$ cat src/rtl/division_result_display.sv
// Display stage for the 4-bit divider: latches quotient/remainder on a done edge
// and scans them as two decimal pairs across a 4-digit multiplexed 7-segment display.
module division_result_display #(
    parameter int REFRESH_DIV   = 50000,
    parameter bit BLANK_LEADING = 1'b1
) (
    input  logic       clk,
    input  logic       rst,
    input  logic       start,
    input  logic       done,
    input  logic [3:0] quotient,
    input  logic [4:0] remainder,
    output logic [6:0] seg,
    output logic [3:0] digit,
    output logic       shown
);
    localparam int CW = $clog2(REFRESH_DIV);
    localparam logic [CW-1:0] TC = CW'(REFRESH_DIV - 1);

    localparam logic [1:0] S_IDLE = 2'd0;
    localparam logic [1:0] S_WAIT = 2'd1;
    localparam logic [1:0] S_SHOW = 2'd2;

    localparam logic [6:0] GLYPH_BLANK = 7'h7F;
    localparam logic [6:0] GLYPH_DASH  = 7'b0111111;

    logic [1:0]    state;
    logic          done_q;
    logic [3:0]    cap_q;
    logic [4:0]    cap_r;
    logic [CW-1:0] cnt;
    logic [1:0]    idx;
    logic          tick;

    logic          q_tens;
    logic [3:0]    q_units;
    logic [1:0]    r_tens;
    logic [4:0]    r_sub;
    logic [3:0]    r_units;
    logic [6:0]    nxt_seg;

    function automatic logic [6:0] glyph(input logic [3:0] d);
        case (d)
            4'd0:    glyph = 7'b1000000;
            4'd1:    glyph = 7'b1111001;
            4'd2:    glyph = 7'b0100100;
            4'd3:    glyph = 7'b0110000;
            4'd4:    glyph = 7'b0011001;
            4'd5:    glyph = 7'b0010010;
            4'd6:    glyph = 7'b0000010;
            4'd7:    glyph = 7'b1111000;
            4'd8:    glyph = 7'b0000000;
            4'd9:    glyph = 7'b0010000;
            default: glyph = GLYPH_BLANK;
        endcase
    endfunction

    // Decimal split by threshold compare; ranges are small enough to avoid a divider.
    assign q_tens  = (cap_q >= 4'd10);
    assign q_units = cap_q - (q_tens ? 4'd10 : 4'd0);

    always_comb begin
        r_tens = 2'd0;
        r_sub  = 5'd0;
        if (cap_r >= 5'd30) begin
            r_tens = 2'd3;
            r_sub  = 5'd30;
        end else if (cap_r >= 5'd20) begin
            r_tens = 2'd2;
            r_sub  = 5'd20;
        end else if (cap_r >= 5'd10) begin
            r_tens = 2'd1;
            r_sub  = 5'd10;
        end
    end

    assign r_units = 4'(cap_r - r_sub);

    // idx names the digit that the next tick will light.
    always_comb begin
        nxt_seg = GLYPH_BLANK;
        case (state)
            S_WAIT: nxt_seg = GLYPH_DASH;
            S_SHOW: begin
                case (idx)
                    2'd3:    nxt_seg = (BLANK_LEADING && !q_tens) ? GLYPH_BLANK : glyph({3'b000, q_tens});
                    2'd2:    nxt_seg = glyph(q_units);
                    2'd1:    nxt_seg = (BLANK_LEADING && r_tens == 2'd0) ? GLYPH_BLANK : glyph({2'b00, r_tens});
                    default: nxt_seg = glyph(r_units);
                endcase
            end
            default: nxt_seg = GLYPH_BLANK;
        endcase
    end

    always_ff @(posedge clk or negedge rst) begin
        if (!rst) begin
            state  <= S_IDLE;
            done_q <= 1'b0;
            cap_q  <= 4'd0;
            cap_r  <= 5'd0;
        end else begin
            done_q <= done;
            if (start) begin
                state <= S_WAIT;
            end else if (done && !done_q) begin
                state <= S_SHOW;
                cap_q <= quotient;
                cap_r <= remainder;
            end
        end
    end

    assign tick = (cnt == TC);

    always_ff @(posedge clk or negedge rst) begin
        if (!rst) begin
            cnt   <= '0;
            idx   <= 2'd0;
            seg   <= GLYPH_BLANK;
            digit <= 4'hF;
        end else begin
            cnt <= tick ? '0 : cnt + 1'b1;
            if (tick) begin
                idx   <= idx + 2'd1;
                digit <= ~(4'b0001 << idx);
                seg   <= nxt_seg;
            end
        end
    end

    assign shown = (state == S_SHOW);

endmodule

$ cat config.mk
export PLATFORM = sky130hd
export DESIGN_NAME = division_result_display
export DESIGN_NICKNAME = d
export VERILOG_FILES = /design/src/rtl/division_result_display.sv
export SDC_FILE = /design/constraint.sdc
export NUM_CORES = 1
export LEC_CHECK = 0
export BUFFER_PORTS_ARGS = -buffer_cell sky130_fd_sc_hd__clkbuf_2
export CORE_MARGIN = 8
export CORE_UTILIZATION = 50
export CTS_BUF_LIST = sky130_fd_sc_hd__clkbuf_8
export DETAILED_ROUTE_END_ITERATION = 12
export PLACE_DENSITY_LB_ADDON = 0.08
export SETUP_SLACK_MARGIN = 0.3
export SYNTH_ARGS = -nofsm -noshare
export SYNTH_HDL_FRONTEND = slang
export SYNTH_SLANG_ARGS = --single-unit
$ cat constraint.sdc
create_clock -name clk -period 2.6 [get_ports clk]
set_input_delay 0.26 -clock clk [delete_from_list [all_inputs] [get_ports clk]]
set_output_delay 0.26 -clock clk [all_outputs]
set_load 0.1 [all_outputs]
Word-level counts from Yosys, hierarchy flattened
Memory sizes are Yosys's and may differ from the RTL's. Index checks and enable logic that the tools add are counted.

Register bits after elaboration: 41. Memory bits (read-only): 224. Bits of input ports: 13. Output and inout bits: 12. Logic and storage cells: 50. Memories kept: 2.

Add/subtract/negate cells: 4. $lt $le $gt $ge: 4. Eq/ne operators: 9. Shifts and indexed selects: 1. Multiplexer cells: 15. Bitwise operators: 2. Reduce and logical (&&, ||, !) cells: 5.

Memory list: (no name shown) (depth 16, width 7, rd ports 1, clocked after memory_dff 0, wr ports 0, RTL line 43) `case (d)`; (no name shown) (depth 16, width 7, rd ports 1, clocked after memory_dff 0, wr ports 0, RTL line 43).

Operators by type and width (number): 7-bit case mux with 3 select lines (2); 16-bit by 1-bit adder with 16-bit output (second input constant) (1); 16-bit equality test (second input constant) (1); 16-bit two-way mux (1); 4-bit two-way mux (4); 7-bit case mux with 2 select lines (1); 2-bit equality test (second input constant) (5); 5-bit >= comparator (second input constant) (2); 2-bit two-way mux (4); 4-bit subtractor (2); 7-bit two-way mux (1); 2-bit by 1-bit equality test with 1-bit output (second input constant) (3); 5-bit by 4-bit >= comparator with 1-bit output (second input constant) (1); 4-bit >= comparator (second input constant) (1); 4-bit inverter (1); 1-bit by 2-bit << shifter with 4-bit output (first input constant) (1); 3-bit two-way mux (1); 2-bit by 1-bit adder with 2-bit output (second input constant) (1); 2-bit logical NOT (1); 2-bit AND reduction (1); 2-bit nonzero test (1); 1-bit logical AND (1); 1-bit logical NOT (1); 1-bit two-way mux (1); 1-bit inverter (1).

Longest topological paths before layout
Word-level depth: 9. Depth in mapped cells: 10.

Worst setup path after synthesis
Ideal clock, no wire load.

Path kind: register to register. From: reg cap_r[4]. To: reg seg[1]. Library setup time: 0.069 ns. Data arrival time: 2.528 ns. Data required time: 2.531 ns. Slack: 0.003 ns. Cell stages (with the launch flop): 11. Clock period less this slack: 2.597 ns. Cells stage by stage: dfrtp_1 inv_1 maj3_1 a22o_1 ha_1 fa_1 xor2_2 buf_6 o21ai_1 a311o_1 o21ai_2.

Word-level cells in the longest chain between the ends: 8.

Ends and longest elaborated chain: start, declared (RTL line 30) `logic [4:0] cap_r;`; start signal, assigned (RTL line 109) `cap_r <= remainder;`; 5-bit by 4-bit >= comparator with 1-bit output (RTL line 71) `end else if (cap_r >= 5'd10) begin`; 4-bit two-way mux or 1-bit two-way mux (tied branches) (RTL line 71); 4-bit two-way mux or 2-bit two-way mux (tied branches) (RTL line 68) `end else if (cap_r >= 5'd20) begin`; 4-bit two-way mux or 2-bit two-way mux (tied branches) (RTL line 65) `if (cap_r >= 5'd30) begin`; 4-bit subtractor or 2-bit logical NOT (tied branches) (RTL line 77, 88); memory 16 x 7 bit or 7-bit two-way mux (tied branches); 7-bit case mux with 3 select lines * (RTL line 85) `case (idx)`; 7-bit case mux with 2 select lines * (RTL line 82) `case (state)`; end signal, assigned (RTL line 127) `seg <= nxt_seg;`; end, declared (RTL line 13) `output logic [6:0] seg,`.

Every way passes the cells marked *; elsewhere a longest branch is shown, timed or not. A chain may end at the register's enable or synchronous reset.

Worst setup path after layout
From: reg cap_r[4]. To: reg seg[3].

Word-level cells in the longest chain between the ends: 9.

Ends and longest elaborated chain (RTL line): parallel branches: the longest is 7 deep, another holds memory 16 x 7 bit; 7-bit case mux with 3 select lines * (85); 7-bit case mux with 2 select lines * (82).

Every way passes the cells marked *. The select of a mux whose other input is x is not followed.

==> results.md <==
- First-pass GRT wire length: 9142 µm
- Hold/Removal Path Class: in -> reg
- Io pins: 25
- Top delay family on crit path: adder cells
- HPWL after DPL: 3968 µm
- H-tree depth: 2
- Cell Rows: 26
- Commonest cells after routing, fill and taps aside: 33 x nand2_1, 30 x dfrtp_1, 25 x clkbuf_2
- Grt total ovfl: 0
- Die W: between 80 and 90 µm
- Crit path DAT: ~2.7 ns
- Non-Filler Instances: about 390
- WL met1: around 2600 µm
- Port Buffers: 24
- Clock sinks: 41
- Post-synth ARST share: 100.0%
- Mapped Area: between 2000 and 3000 µm²
- Fmax: just over 400 MHz
- R2R Path Start: cap_r[4]
- Core footprint: between 5000 and 6000 µm²
- Synthesized flop and latch total: 41
- Worst setup EP type: register
- Routed WL: approximately 5600 µm
- PD cells: between 600 and 700 nW/µm²
- Hold_sp: done
- RSZ-0062 raised after global routing: true
- Slew margin rel.: 37.39%
- Cells after Synth: roughly 270
- Clock buffer depth: 2
- Setup TNS: 0 ns
- Chip Height: about 88 µm
- Prevailing post-synth register cell: dfrtp_1
- Library cells used by synthesis: 52
- Vias per cell: about 5.3
- Reg clk slew, reported paths: about 0.080 ns
- 1st-iter DRT viols: 161
- Initial antenna violation count: 0
- Register area share after synthesis: approximately two fifths
- Num CTS Buffers: 5
- Area delta synth->final: 21.53%
- Crit-path max FO: 6
- Clk_skew: 0.005812 ns
- Top Metal Used: met4
- Diode count: 0
- Worst EP required: approximately 2.8 ns
- Leakage: approximately 1.4 nW
- Met2 wire length: roughly 2700 µm
- Largest net degree at the start of global routing: 39
- Max cap viols: 0
- GR Util All Layers: between 10% and 20%
- Final Hold Fails: 0
- Setup Crit Path Kind: reg -> reg
- Dpl cells: approximately 360
- Routed met3 length: between 200 and 250 µm
- CTS tree: done
- Fin nets: 351
- Post-route ant nets: 0
- Most common cell after layout, fill and taps aside: nand2_1
- Vias in the first global route: roughly 2000
- Number of synthesized flops with an enable pin: 0
- Starting Density: 51.05%
- Residual DRC: 0
- Status: finished, final reports clean
- Cts hold-fix bufs: 0
- Fin. max-slew vios: 0
- Final min period: about 2.4 ns
- Critical Path Slowest Stage Cell: dfrtp_1
- First-pass DRT Iterations: 4
- Critical path, cell by cell: inv_2 -> maj3_2 -> a22o_1 -> ha_2 -> fa_2 -> xor2_2 -> buf_6 -> and3_4 -> o31a_1 -> o21ai_1
- Synth Net Count: 306
- Clk_lat worst skew: between 0.2 and 0.3 ns
- Final setup vio count: 0
- Source of the critical timing path: cap_r[4]
- Routed len/inst: between 10 and 15 µm
- Clock root buffer: clkbuf_8
- Die ar.: roughly 7700 µm²
- Tcrit/Tclk final: 93.48%
- Yosys warnings: 0
- Via Count: 2053
- Syn Area/Cell: around 9.5 µm²
- Largest stage delay, worst path: ~0.37 ns
- Layout cells sized above 1: 29.52%
- GP Congestion: approximately 0.77
- Buffers and inverters on the worst path: 2
- Maximum VDD drop: between 0.4 and 0.5 mV
- Setup crit start kind: register
- Measured slew at the worst slew-check pin: around 0.94 ns
final cells by class:
type,count,area (µm²)
Timing Repair Buffer,47,297.8
Clock buffer,6,82.58
Clock inverter,2,37.54
Sequential cell,41,1040
Multi-Input combinational cell,203,1503
Fill cell,454,1902
Tap cell,70,87.58
Inverter,16,60.06
power by group:
part | switching [mW] | internal (mW)
Combinational | 0.423 | 0.430
Sequential | 0.0283 | 0.665
Clock | 0.228 | 0.312
cells by family after synthesis:
group                      Yosys count  synth area share, %
buffers and inverters               25                4.109
adders and majority gates           26                12.96
muxes                                3                1.321
AOI/OAI and AO/OA                   55                13.50
xor gates and xnor gates            19                7.339
and+or+nand+nor                    100                20.11
DFF                                 41                40.66
per-stage QoR:
stage	hold WS, ns	setup slack (ns)	area (µm²)	power [mW]	util (%)
after floorplan	-0.03559	0.2348	2586	1.227	-
after global placement	0.3859	0.09389	2806	1.334	56.02
after detailed placement	0.3907	0.03894	2806	1.344	56.02
after CTS	0.07389	0.1389	3003	1.980	59.94
after global routing	0.06387	0.08448	3108	2.204	62.04
final	0.08667	0.1694	3108	2.087	62.04
worst paths after layout:
path,slack (ns),endpoint,depth (start not counted)
max,0.17,seg[3],10
min,0.09,done_q,1
max reg2reg,0.17,seg[3],10
min reg2reg,0.48,digit[3],2
max in group asynchronous,1.78,seg[5],2
min in group asynchronous,0.10,state[0],1
repair_timing:
item,in CTS,in global routing
cloned,1,0
setup buffers,6,7
setup endpoints to repair,7,7
gates resized for setup,6,11
hold endpoints to repair,0,0
pin swaps,5,5
cell usage after synthesis, drive strengths merged (4+ instances only):
| library cell | instances | area (µm²) |
|---|---|---|
| a21oi | 10 | 50.05 |
| and3 | 4 | 30.03 |
| buf | 4 | 26.27 |
| clkbuf | 5 | 18.77 |
| dfrtp | 30 | 750.7 |
| dfstp | 11 | 289.0 |
| ha | 23 | 287.8 |
| inv | 16 | 60.05 |
| nand2 | 33 | 123.9 |
| nand3 | 9 | 45.04 |
| nand4 | 7 | 43.79 |
| nor2 | 21 | 78.83 |
| nor2b | 4 | 32.53 |
| nor3 | 8 | 40.04 |
| nor3b | 5 | 53.80 |
| o21ai | 25 | 128.9 |
| xnor2 | 12 | 105.1 |
| xor2 | 6 | 60.06 |
sequential cells by signal, indices dropped and copies added, names as in the netlist:
register  count
cap_q         4
cap_r         5
cnt          16
digit         4
done_q        1
idx           2
seg           7
state         2
per-layer routing:
metal  GRT usage (%)  up-vias
met1           18.90      994
met2           25.14       37
li1                -     1020
met3           3.491        2
met5               0        -
met4           5.313        0
Note: power is estimated with default switching activity, not from simulation.
